**src/rtl/mmio_gpio.sv**
```systemverilog
// mmio_gpio: memory-mapped switch/LED block with per-bit debounce,
// edge-selectable sticky interrupt status and a registered level irq.
module mmio_gpio #(
  parameter int unsigned NUM_IN          = 16,
  parameter int unsigned NUM_OUT         = 16,
  parameter int unsigned DEBOUNCE_CYCLES = 4,
  parameter logic [31:0] BASE_ADDR       = 32'h0000_1000
) (
  input  logic               clk,
  input  logic               rst,
  input  logic               readEnable,
  input  logic [3:0]         writeByteSelect,
  input  logic [31:0]        address,
  input  logic [31:0]        dataIn,
  output logic [31:0]        dataOut,
  output logic               readValid,
  input  logic [NUM_IN-1:0]  sw,
  output logic [NUM_OUT-1:0] leds,
  output logic               irq
);

  localparam logic [15:0] DEB = 16'(DEBOUNCE_CYCLES);

  localparam logic [5:0] OFF_IN  = 6'd0;
  localparam logic [5:0] OFF_OUT = 6'd1;
  localparam logic [5:0] OFF_EN  = 6'd2;
  localparam logic [5:0] OFF_ST  = 6'd3;
  localparam logic [5:0] OFF_SEL = 6'd4;

  // Release after one edge so an access on the 2nd edge lands
  logic rst_q;

  always_ff @(posedge clk or negedge rst) begin
    if (!rst) rst_q <= 1'b0;
    else      rst_q <= 1'b1;
  end

  logic               sel;
  logic               rd;
  logic               wr;
  logic [5:0]         word;
  logic [31:0]        wmask;
  logic               hit_in;
  logic               hit_out;
  logic               hit_en;
  logic               hit_st;
  logic               hit_sel;

  assign sel     = address[31:8] == BASE_ADDR[31:8];
  assign word    = address[7:2];
  assign rd      = sel & readEnable;
  assign wr      = sel & (|writeByteSelect);
  assign wmask   = {{8{writeByteSelect[3]}},
                    {8{writeByteSelect[2]}},
                    {8{writeByteSelect[1]}},
                    {8{writeByteSelect[0]}}};
  assign hit_in  = word == OFF_IN;
  assign hit_out = word == OFF_OUT;
  assign hit_en  = word == OFF_EN;
  assign hit_st  = word == OFF_ST;
  assign hit_sel = word == OFF_SEL;

  logic [NUM_IN-1:0]  in_wm;
  logic [NUM_IN-1:0]  in_wd;
  logic [NUM_OUT-1:0] out_wm;
  logic [NUM_OUT-1:0] out_wd;

  assign in_wm  = wmask[NUM_IN-1:0];
  assign in_wd  = dataIn[NUM_IN-1:0];
  assign out_wm = wmask[NUM_OUT-1:0];
  assign out_wd = dataIn[NUM_OUT-1:0];

  logic unused;
  assign unused = &{1'b0, address[1:0], dataIn, wmask};

  logic [NUM_OUT-1:0] out_r;
  logic [NUM_IN-1:0]  en_r;
  logic [NUM_IN-1:0]  st_r;
  logic [NUM_IN-1:0]  esel_r;
  logic [NUM_IN-1:0]  s1;
  logic [NUM_IN-1:0]  s2;
  logic [NUM_IN-1:0]  filt;
  logic [15:0]        cnt [NUM_IN];

  logic [NUM_IN-1:0]  filt_nxt;
  logic [15:0]        cnt_nxt [NUM_IN];
  logic [NUM_IN-1:0]  set;
  logic [NUM_IN-1:0]  clr;

  always_comb begin
    filt_nxt = filt;
    for (int i = 0; i < NUM_IN; i++) begin
      cnt_nxt[i] = '0;
      if (s2[i] != filt[i]) begin
        if (cnt[i] + 16'd1 == DEB) filt_nxt[i] = s2[i];
        else                       cnt_nxt[i]  = cnt[i] + 16'd1;
      end
    end
  end

  assign set = (~filt & filt_nxt & ~esel_r)
             | (filt & ~filt_nxt & esel_r);
  assign clr = (wr && hit_st) ? (in_wd & in_wm) : '0;

  always_ff @(posedge clk or negedge rst_q) begin
    if (!rst_q) begin
      s1   <= '0;
      s2   <= '0;
      filt <= '0;
      for (int i = 0; i < NUM_IN; i++) cnt[i] <= '0;
    end else begin
      s1   <= sw;
      s2   <= s1;
      filt <= filt_nxt;
      for (int i = 0; i < NUM_IN; i++) cnt[i] <= cnt_nxt[i];
    end
  end

  // Edge set beats a same-edge W1C clear
  always_ff @(posedge clk or negedge rst_q) begin
    if (!rst_q) begin
      out_r  <= '0;
      en_r   <= '0;
      st_r   <= '0;
      esel_r <= '0;
    end else begin
      if (wr && hit_out) out_r <= (out_r & ~out_wm) | (out_wd & out_wm);
      if (wr && hit_en)  en_r <= (en_r & ~in_wm) | (in_wd & in_wm);
      if (wr && hit_sel) esel_r <= (esel_r & ~in_wm) | (in_wd & in_wm);
      st_r <= (st_r & ~clr) | set;
    end
  end

  logic [31:0] rdata;

  always_comb begin
    rdata = '0;
    unique case (1'b1)
      hit_in:  rdata = 32'(filt);
      hit_out: rdata = 32'(out_r);
      hit_en:  rdata = 32'(en_r);
      hit_st:  rdata = 32'(st_r);
      hit_sel: rdata = 32'(esel_r);
      default: rdata = '0;
    endcase
  end

  always_ff @(posedge clk or negedge rst_q) begin
    if (!rst_q) begin
      dataOut   <= '0;
      readValid <= 1'b0;
      irq       <= 1'b0;
    end else begin
      readValid <= rd;
      if (rd) dataOut <= rdata;
      irq <= |(st_r & en_r);
    end
  end

  assign leds = out_r;

endmodule

```
**config.mk**
```make
export PLATFORM = sky130hd
export DESIGN_NAME = mmio_gpio
export DESIGN_NICKNAME = d
export VERILOG_FILES = /design/src/rtl/mmio_gpio.sv
export SDC_FILE = /design/constraint.sdc
export NUM_CORES = 1
export LEC_CHECK = 0
export CORE_MARGIN = 5
export CORE_UTILIZATION = 45
export CTS_BUF_LIST = sky130_fd_sc_hd__clkbuf_8
export CTS_CLUSTER_SIZE = 16
export DETAILED_ROUTE_END_ITERATION = 10
export MAX_ROUTING_LAYER = met4
export PLACE_DENSITY = 0.64
export SYNTH_ARGS = -nofsm -noshare
export SYNTH_HDL_FRONTEND = slang
export SYNTH_SLANG_ARGS = --single-unit
```
**constraint.sdc**
```tcl
create_clock -name clk -period 12.4 [get_ports clk]
set_clock_uncertainty 0.15 [all_clocks]
set_input_delay 1.86 -clock clk [delete_from_list [all_inputs] [get_ports clk]]
set_output_delay 1.86 -clock clk [all_outputs]
set_load 0.1 [all_outputs]
```
Word-level counts from Yosys, hierarchy flattened. Cells that the tools add are included.

Bits in registers: 403. Latch bits: 0. Bits in writable memories: 0. ROM bits: 0. Input port bits: 87. Output and inout port bits: 50. Word-level logic and storage cells: 175. Memories: 0.

Add/sub/neg operators: 16. Multiply operators: 0. Div/mod/pow operators: 0. Order comparisons: 0. Eq/ne operators: 37. Shifts and indexed selects: 0. Mux-type cells: 66. Bitwise operators: 22. Reductions and logical operators: 7.

Operators by type and width (number): 2-to-1 mux 16 bit (33); adder 16 x 1 -> 16 bit (second input constant) (16); equality test 16 x 3 -> 1 bit (second input constant) (16); bitwise AND 16 bit (10); NOT 16 bit (5); OR 16 bit (5); one-hot mux 16 bit (5 select lines) (1); 2-to-1 mux 1 bit (32); equality test 24 x 5 -> 1 bit (second input constant) (1); inequality test 1 bit (16); OR reduction 16 bit (1); equality test 6 x 2 -> 1 bit (second input constant) (2); equality test 6 x 1 -> 1 bit (second input constant) (1); equality test 6 x 3 -> 1 bit (second input constant) (1); zero test 6 bit (1); logical AND 1 bit (4); OR reduction 4 bit (1); bitwise AND 1 bit (2).

Longest topological paths before layout. Gate-level depths: netlist of the first run.

Depth in word-level cells: 9. Depth in mapped cells: 9.

Least setup slack after synthesis of the first run. Ideal clock, no wire load.

Path type: input to register. Start point: input port address[5]. End point: register with a tool-made name. Setup time: 0.126 ns. Arrival: 3.465 ns. Setup slack: 8.659 ns. Stages on the path: 6. Buffers on the path: 2. Cells stage by stage: nor4_1 > and3b_1 > clkbuf_1 > and3_1 > clkbuf_1 > mux2_2.

RTL lines: start, declared (RTL line 13) `input logic [31:0] address,`.

Worst setup path after layout of the first run.
Start point: input port address[4]. End point: register st_r[1].

Longest elaborated chain between the ends: 6.

RTL lines: equality test 6 x 2 -> 1 bit (RTL line 60) `assign hit_st = word == OFF_ST;`; logical AND 1 bit (RTL line 103) `assign clr = (wr && hit_st) ? (in_wd & in_wm) : '0;`; 2-to-1 mux 16 bit (RTL line 103); NOT 16 bit (RTL line 130) `st_r <= (st_r & ~clr) | set;`; bitwise AND 16 bit (RTL line 130); OR 16 bit (RTL line 130); end signal, assigned (RTL line 130); end, declared (RTL line 78) `logic [NUM_IN-1:0] st_r;`.

Every way passes these cells. A chain may end at the register's enable or synchronous reset.

==> results of run 1 <==
through the flow:
step	hold WS, ns	total power (µW)	setup slack (ns)
after floorplan	0.181	1850	0.635
after global placement	0.185	1990	7.29
after detailed placement	0.188	2010	7.23
after CTS	0.202	3260	7.90
after global routing	0.213	3400	7.83
final	0.200	3210	7.87
worst max-delay path: stages:
cell and delay (ns):
clkdlybuf4s50_1 0.45, nor4_1 0.58, and3_1 0.86, nand3_1 0.62, o21ai_0 0.35, o21ai_0 0.12
cells in the final DEF (no fill, tap or decap), types with 7 or more instances in the layout:
cell,n
a21oi_1,19
a222oi_1,16
a22o_1,26
a22oi_1,16
a31oi_1,7
and2_1,8
and3_1,38
and4_1,16
buf_4,11
clkbuf_8,93
clkdlybuf4s50_1,100
clkinv_2,7
conb_1,17
dfrtp_1,386
ha_1,16
inv_1,57
mux2_2,72
mux2i_1,8
nand2_1,129
nand2b_1,8
nand3_1,116
nand4_1,76
nor2_1,335
nor3_1,57
nor3b_1,13
nor4_1,48
nor4b_1,8
o21ai_0,35
o31ai_1,10
or3_1,20
or4_1,9
xnor2_1,133
xor2_1,120
cell families after synthesis:
kind of cell	count (synthesis)
compound gates	184
xor+xnor	253
fa+ha+maj	16
buf+inv	130
flops	387
mux	81
other cells	2
simple gates	912
routing by layer:
| metal | vias to the layer above | global-route usage [%] | share of wire, % |
|---|---|---|---|
| met5 | - | - | 0 |
| met4 | 0 | 6.95 | 2.9 |
| met3 | 87 | 3.96 | 4.7 |
| met2 | 328 | 28.3 | 46 |
| met1 | 7244 | 25.6 | 46 |
| li1 | 7161 | - | - |
how the worst min path moves through the flow:
stage	startpoint	end	depth (start not counted)
after floorplan	s1[0]$_DFF_PN0_	s2[0]$_DFF_PN0_	0
after global placement	s1[7]$_DFF_PN0_	s2[7]$_DFF_PN0_	0
after detailed placement	s1[13]$_DFF_PN0_	s2[13]$_DFF_PN0_	0
after CTS	s1[6]$_DFF_PN0_	s2[6]$_DFF_PN0_	0
after global routing	s1[4]$_DFF_PN0_	s2[4]$_DFF_PN0_	0
final	s1[1]$_DFF_PN0_	s2[1]$_DFF_PN0_	0
power by group:
group,internal (µW),switching [µW]
sequential,1360,127
combinational,184,305
clock,710,519
cell type report:
| class | count | area (µm²) | area share [%] |
|---|---|---|---|
| Timing Repair Buffer | 112 | 1100 | 4.92 |
| Sequential cell | 387 | 9690 | 43.2 |
| Inverter | 41 | 154 | 0.686 |
| Antenna cell | 6 | 15.0 | 0.0670 |
| Clock inverter | 29 | 186 | 0.832 |
| Multi-Input combinational cell | 1463 | 9260 | 41.3 |
| Tap cell | 585 | 732 | 3.26 |
| Clock buffer | 93 | 1280 | 5.71 |
==> flow_metrics.py, run 1 <==
metrics = {
    "route": {
        "drt_pre_antenna_iters": 9,
        "drt_iter0_markers": 1117,
        "post_drt_wl_per_cell_um": 16.0,
        "via_count": 14800,
        "final_antenna_net_count": 0,
        "viasPerCell": 5.46,
        "wirelength_um": 43400,
        "route.detailed.drc": 0,
    },
    "job": {
        "max-cap-violations": 0,
    },
    "worst_setup_path": {
        "critPathLaunchType": "input port",
        "r2r_setup_slack_ns": 9.25,
        "r2r-start": "cnt[146]$_DFF_PN0_",
        "regToRegEndpoint": "cnt[150]$_DFF_PN0_",
        "critical_path_class": "input port to flip-flop",
        "crit_required_ns": 12.72,
        "cp.arrival_ns": 4.85,
        "critPathCapture": "st_r[1]$_DFF_PN0_",
        "cp_max_fo": 18,
        "crit_start": "address[4]",
        "cp-end-kind": "flip-flop",
        "r2r.worst_path.cells": 6,
    },
    "place": {
        "gp_congestion": 0.863,
        "io_buffer_count": 100,
        "postPlaceCellArea_um2": 20900,
        "dp_hpwl_um": 29900,
        "dp.cells": 2588,
    },
    "finish": {
        "fin_util_pct": 52.3,
        "nNetsFinal": 2177,
        "stdcell_count": 2716,
        "drive_above_1_share_pct": 9.84,
        "areaGrowthSynthToFinish_pct": 15.3,
        "final_area_um2": 22400,
        "fillers": 3862,
    },
    "global_routing": {
        "track_usage_pct": 18.9,
        "grt_pass1_vias": 14300,
        "antenna_found_initial": 6,
        "grt_overflow": 0,
        "grt_pass1_wl_um": 72400,
        "grt_start_max_net_pins": 185,
    },
    "timing": {
        "slew_headroom_pct": 22.6,
        "fin_crit_ns": 4.53,
        "fin_tns_setup_ns": 0,
        "period_share_pct": 36.5,
        "worst_slew_pin_slew_ns": 1.15,
        "fmax_ghz": 0.221,
        "finalSetupViolations": 0,
        "final_hold_viol_count": 0,
        "rsz0062_at_grt": "false",
        "drv_slew": 0,
    },
    "die": {
        "die_w_um": 218,
        "initial_core_util_pct": 45.3,
        "placementRows": 76,
        "die_y_um": 218,
        "core_area_um2": 42900,
        "die-area_um2": 47500,
        "boundaryPins": 137,
    },
    "pwr": {
        "power_density_nw_per_um2": 143,
        "p_leak_uw": 0.00945,
        "irDropWorstVdd_uv": 84.3,
    },
    "yosys": {
        "yosys.cell_count.top_type": "dfrtp_1",
        "synth_top_family_by_area": "simple AND/OR/NAND/NOR gates",
        "yosysUniqueCellTypes": 73,
        "synth-compound-area-share_pct": 7.04,
        "synth.area.mux_share_pct": 4.66,
        "ys.flop_type": "dfrtp_1",
        "synth-adder-area-share_pct": 1.03,
        "synth_seq_cells": 387,
        "synth-simple-area-share_pct": 23.2,
        "syn_area_um2": 19400,
        "synth_xor_area_share_pct": 11.4,
        "synth_cells": 1965,
        "avgSynthCellArea_um2": 9.89,
        "synthTopCellsByCount": "dfrtp_1, nor2_1, xnor2_1",
        "synth_top_area_share_pct": 49.8,
        "synthArstFlopShare_pct": 100,
        "synth_edf_count": 0,
        "synth.top_cells.by_area": "dfrtp_1, nor2_1, xnor2_1, xor2_1, mux2_2",
        "yosysWarnings": 0,
        "synth_area_leader_cell": "dfrtp_1",
        "yosysSeqAreaShare_pct": 49.8,
    },
    "clocking": {
        "cts_htree_levels": 3,
        "cts-resized-gates": 0,
        "path_clk_slew_ns": 0.06,
        "ctsLongestPathBuffers": 3,
        "clockRootBuffer": "clkbuf_8",
        "numCtsBuffers": 69,
        "cts_setup_buffers": 0,
        "cts_hold_buf": 0,
        "cts.sinks": 387,
        "cts_tree": "yes",
        "clock_latency_ns": 0.61,
    },
    "min_path": {
        "hold_path_class": "flip-flop to flip-flop",
    },
    "outcome": {
        "status": "complete, no violations",
    },
}
No activity file was read; power rests on OpenSTA's default activity.
==> inputs of run 2 (changes only) <==
Clock period 12.4 ns to 3.7 ns, I/O delays scaled along.
==> run 2 against run 1 <==
Effect of this change: count of clock-buffer cells in the layout fell by 7; combinational power rose to 3.5 times the previous value; clock power grew to 3.3 times the previous value; non-clock buffer count up 22; utilization increased by 0.33 points; global-route usage is 0.31 points higher.
==> flow_metrics.py, run 2 (same netlist as run 1, synthesis figures left out) <==
metrics = {
    "clocking": {
        "cts_htree_levels": 3,
        "cts.sinks": 387,
        "cts-resized-gates": 0,
        "cts_setup_buffers": 0,
        "path_clk_slew_ns": 0.06,
        "cts_tree": "yes",
        "ctsLongestPathBuffers": 3,
        "clockRootBuffer": "clkbuf_8",
        "clock_latency_ns": 0.63,
        "numCtsBuffers": 70,
    },
    "worst_setup_path": {
        "cp_top_family": "buffers and inverters",
        "cp-end-kind": "output pin",
        "slowest_delay_ns": 1.19,
        "cp_max_fo": 3,
        "r2r_setup_slack_ns": 0.78,
        "r2r-start": "cnt[176]$_DFF_PN0_",
        "cp_cell_sequence": "clkdlybuf4s50_1",
        "r2r.worst_path.cells": 7,
        "crit_required_ns": 2.99,
        "worst-path-buf-inv": 1,
        "critical_path_class": "flip-flop to output pin",
        "cp.arrival_ns": 2.24,
        "critPathLaunchType": "flip-flop",
        "critPathSlowestCell": "clkdlybuf4s50_1",
        "regToRegEndpoint": "cnt[178]$_DFF_PN0_",
    },
    "pwr": {
        "p_leak_uw": 0.00958,
        "irDropWorstVdd_uv": 309,
        "p_total_uw": 10700,
        "power_density_nw_per_um2": 475,
    },
    "die": {
        "placementRows": 76,
        "die-area_um2": 47500,
        "initial_core_util_pct": 45.3,
        "boundaryPins": 137,
        "core_area_um2": 42900,
        "die_w_um": 218,
        "die_y_um": 218,
    },
    "timing": {
        "slew_headroom_pct": 23.0,
        "rsz0062_at_grt": "false",
        "worst_slew_pin_slew_ns": 1.15,
        "fin_crit_ns": 2.95,
        "final_hold_viol_count": 0,
        "fin_tns_setup_ns": 0,
        "period_share_pct": 79.7,
        "setup_ws_ns": 0.750,
        "fmax_ghz": 0.339,
        "finalSetupViolations": 0,
        "drv_slew": 0,
    },
    "outcome": {
        "status": "complete, no violations",
    },
    "finish": {
        "drive_above_1_share_pct": 10.9,
        "fin_util_pct": 52.6,
        "nNetsFinal": 2200,
        "final_cell_mix": "dfrtp_1, nor2_1, xnor2_1",
        "areaGrowthSynthToFinish_pct": 16.1,
        "final_common_cell": "dfrtp_1",
    },
    "global_routing": {
        "grt_pass1_wl_um": 73100,
        "grt_overflow": 0,
        "grt_start_max_net_pins": 80,
        "antenna_found_initial": 6,
        "track_usage_pct": 19.2,
        "grt_pass1_vias": 14400,
    },
    "place": {
        "gp_congestion": 0.882,
        "dp_hpwl_um": 30800,
        "pre_cts_ws_ns": 0.630,
        "io_buffer_count": 100,
    },
    "route": {
        "post_drt_wl_per_cell_um": 16.2,
        "drt_pre_antenna_iters": 9,
        "wirelength_um": 44300,
        "route.detailed.drc": 0,
        "final_antenna_net_count": 0,
        "drt_iter0_markers": 1086,
        "via_count": 14800,
        "viasPerCell": 5.39,
    },
    "min_path": {
        "hold_path_class": "flip-flop to flip-flop",
        "hp-start": "s1[7]$_DFF_PN0_",
        "hold-path-cell-count": 0,
        "min_to": "s2[7]$_DFF_PN0_",
    },
    "job": {
        "max-cap-violations": 0,
    },
}
## run 2: changes by cell type in the layout (fill, tap and decap cells not counted)
| cell | delta |
|---|---|
| inv_1 | +3 |
| clkdlybuf4s50_1 | -7 |
| dlygate4sd3_1 | +1 |
| clkbuf_8 | -7 |
| nor2_1 | -1 |
| clkinv_2 | +4 |
| buf_12 | +4 |
| o31ai_1 | +1 |
| nor2_2 | +1 |
| o31ai_2 | -1 |
| clkinvlp_4 | +1 |
| buf_4 | +24 |
## run 2: routing by layer
metal	track usage (%)	part of all wire, %	up-vias
met5	-	0	-
met4	5.86	2.7	0
met3	4.96	5.6	84
met2	30.0	47	296
met1	24.8	44	7168
li1	-	-	7207
## run 2: layout make-up
| type | count | area, µm² |
|---|---|---|
| diodes | 6 | 15.0 |
| clock buffers | 86 | 1180 |
| multi-input cells | 1463 | 9260 |
| repair buffers | 134 | 1300 |
| fillers | 3867 | 20300 |
| well taps | 585 | 732 |
| flip-flops and latches | 387 | 9690 |
| clock inverters | 37 | 225 |
| inverters | 41 | 154 |
## run 2: what timing repair did
action / in CTS / in global routing
hold buffers: 1 / 0
endpoints found under the hold margin: 1 / 0
setup endpoints to repair: 0 / 0
## run 2: worst max-delay path by stage
stage,from,to,slack (ns),depth (start not counted)
final,flip-flop,leds[14],0.75,1
after global routing,cnt[176]$_DFF_PN0_,cnt[178]$_DFF_PN0_,0.47,7
after CTS,flip-flop,leds[14],0.67,1
after detailed placement,address[5],flip-flop,0.63,5
after global placement,address[5],flip-flop,0.64,5
after floorplan,rst_q$_DFF_PN0_,asynchronous set/reset pin,-0.27,0
## run 2: stage by stage
step	std cells	instance area [µm²]	hold slack, ns
2_1_floorplan	1980	19500	0.109
3_3_place_gp	2609	21100	0.184
3_5_place_dp	2609	21100	0.186
4_1_cts	2733	22500	0.146
5_1_grt	2739	22600	0.169
6_report	2739	22600	0.196
## run 2: worst reg2reg max path: cells and delay by family, from the launching register on
| kind | cells | cell delay, ns |
|---|---|---|
| adders and majority gates | 1 | 0.38 |
| DFF | 1 | 0.41 |
| AOI/OAI and AO/OA | 2 | 0.82 |
| and+or+nand+nor | 4 | 1.02 |
## run 2: where the power goes
part	total, µW	internal [µW]	switching, µW
registers	4990	4560	433
clock network	4010	2240	1770
logic	1720	674	1040
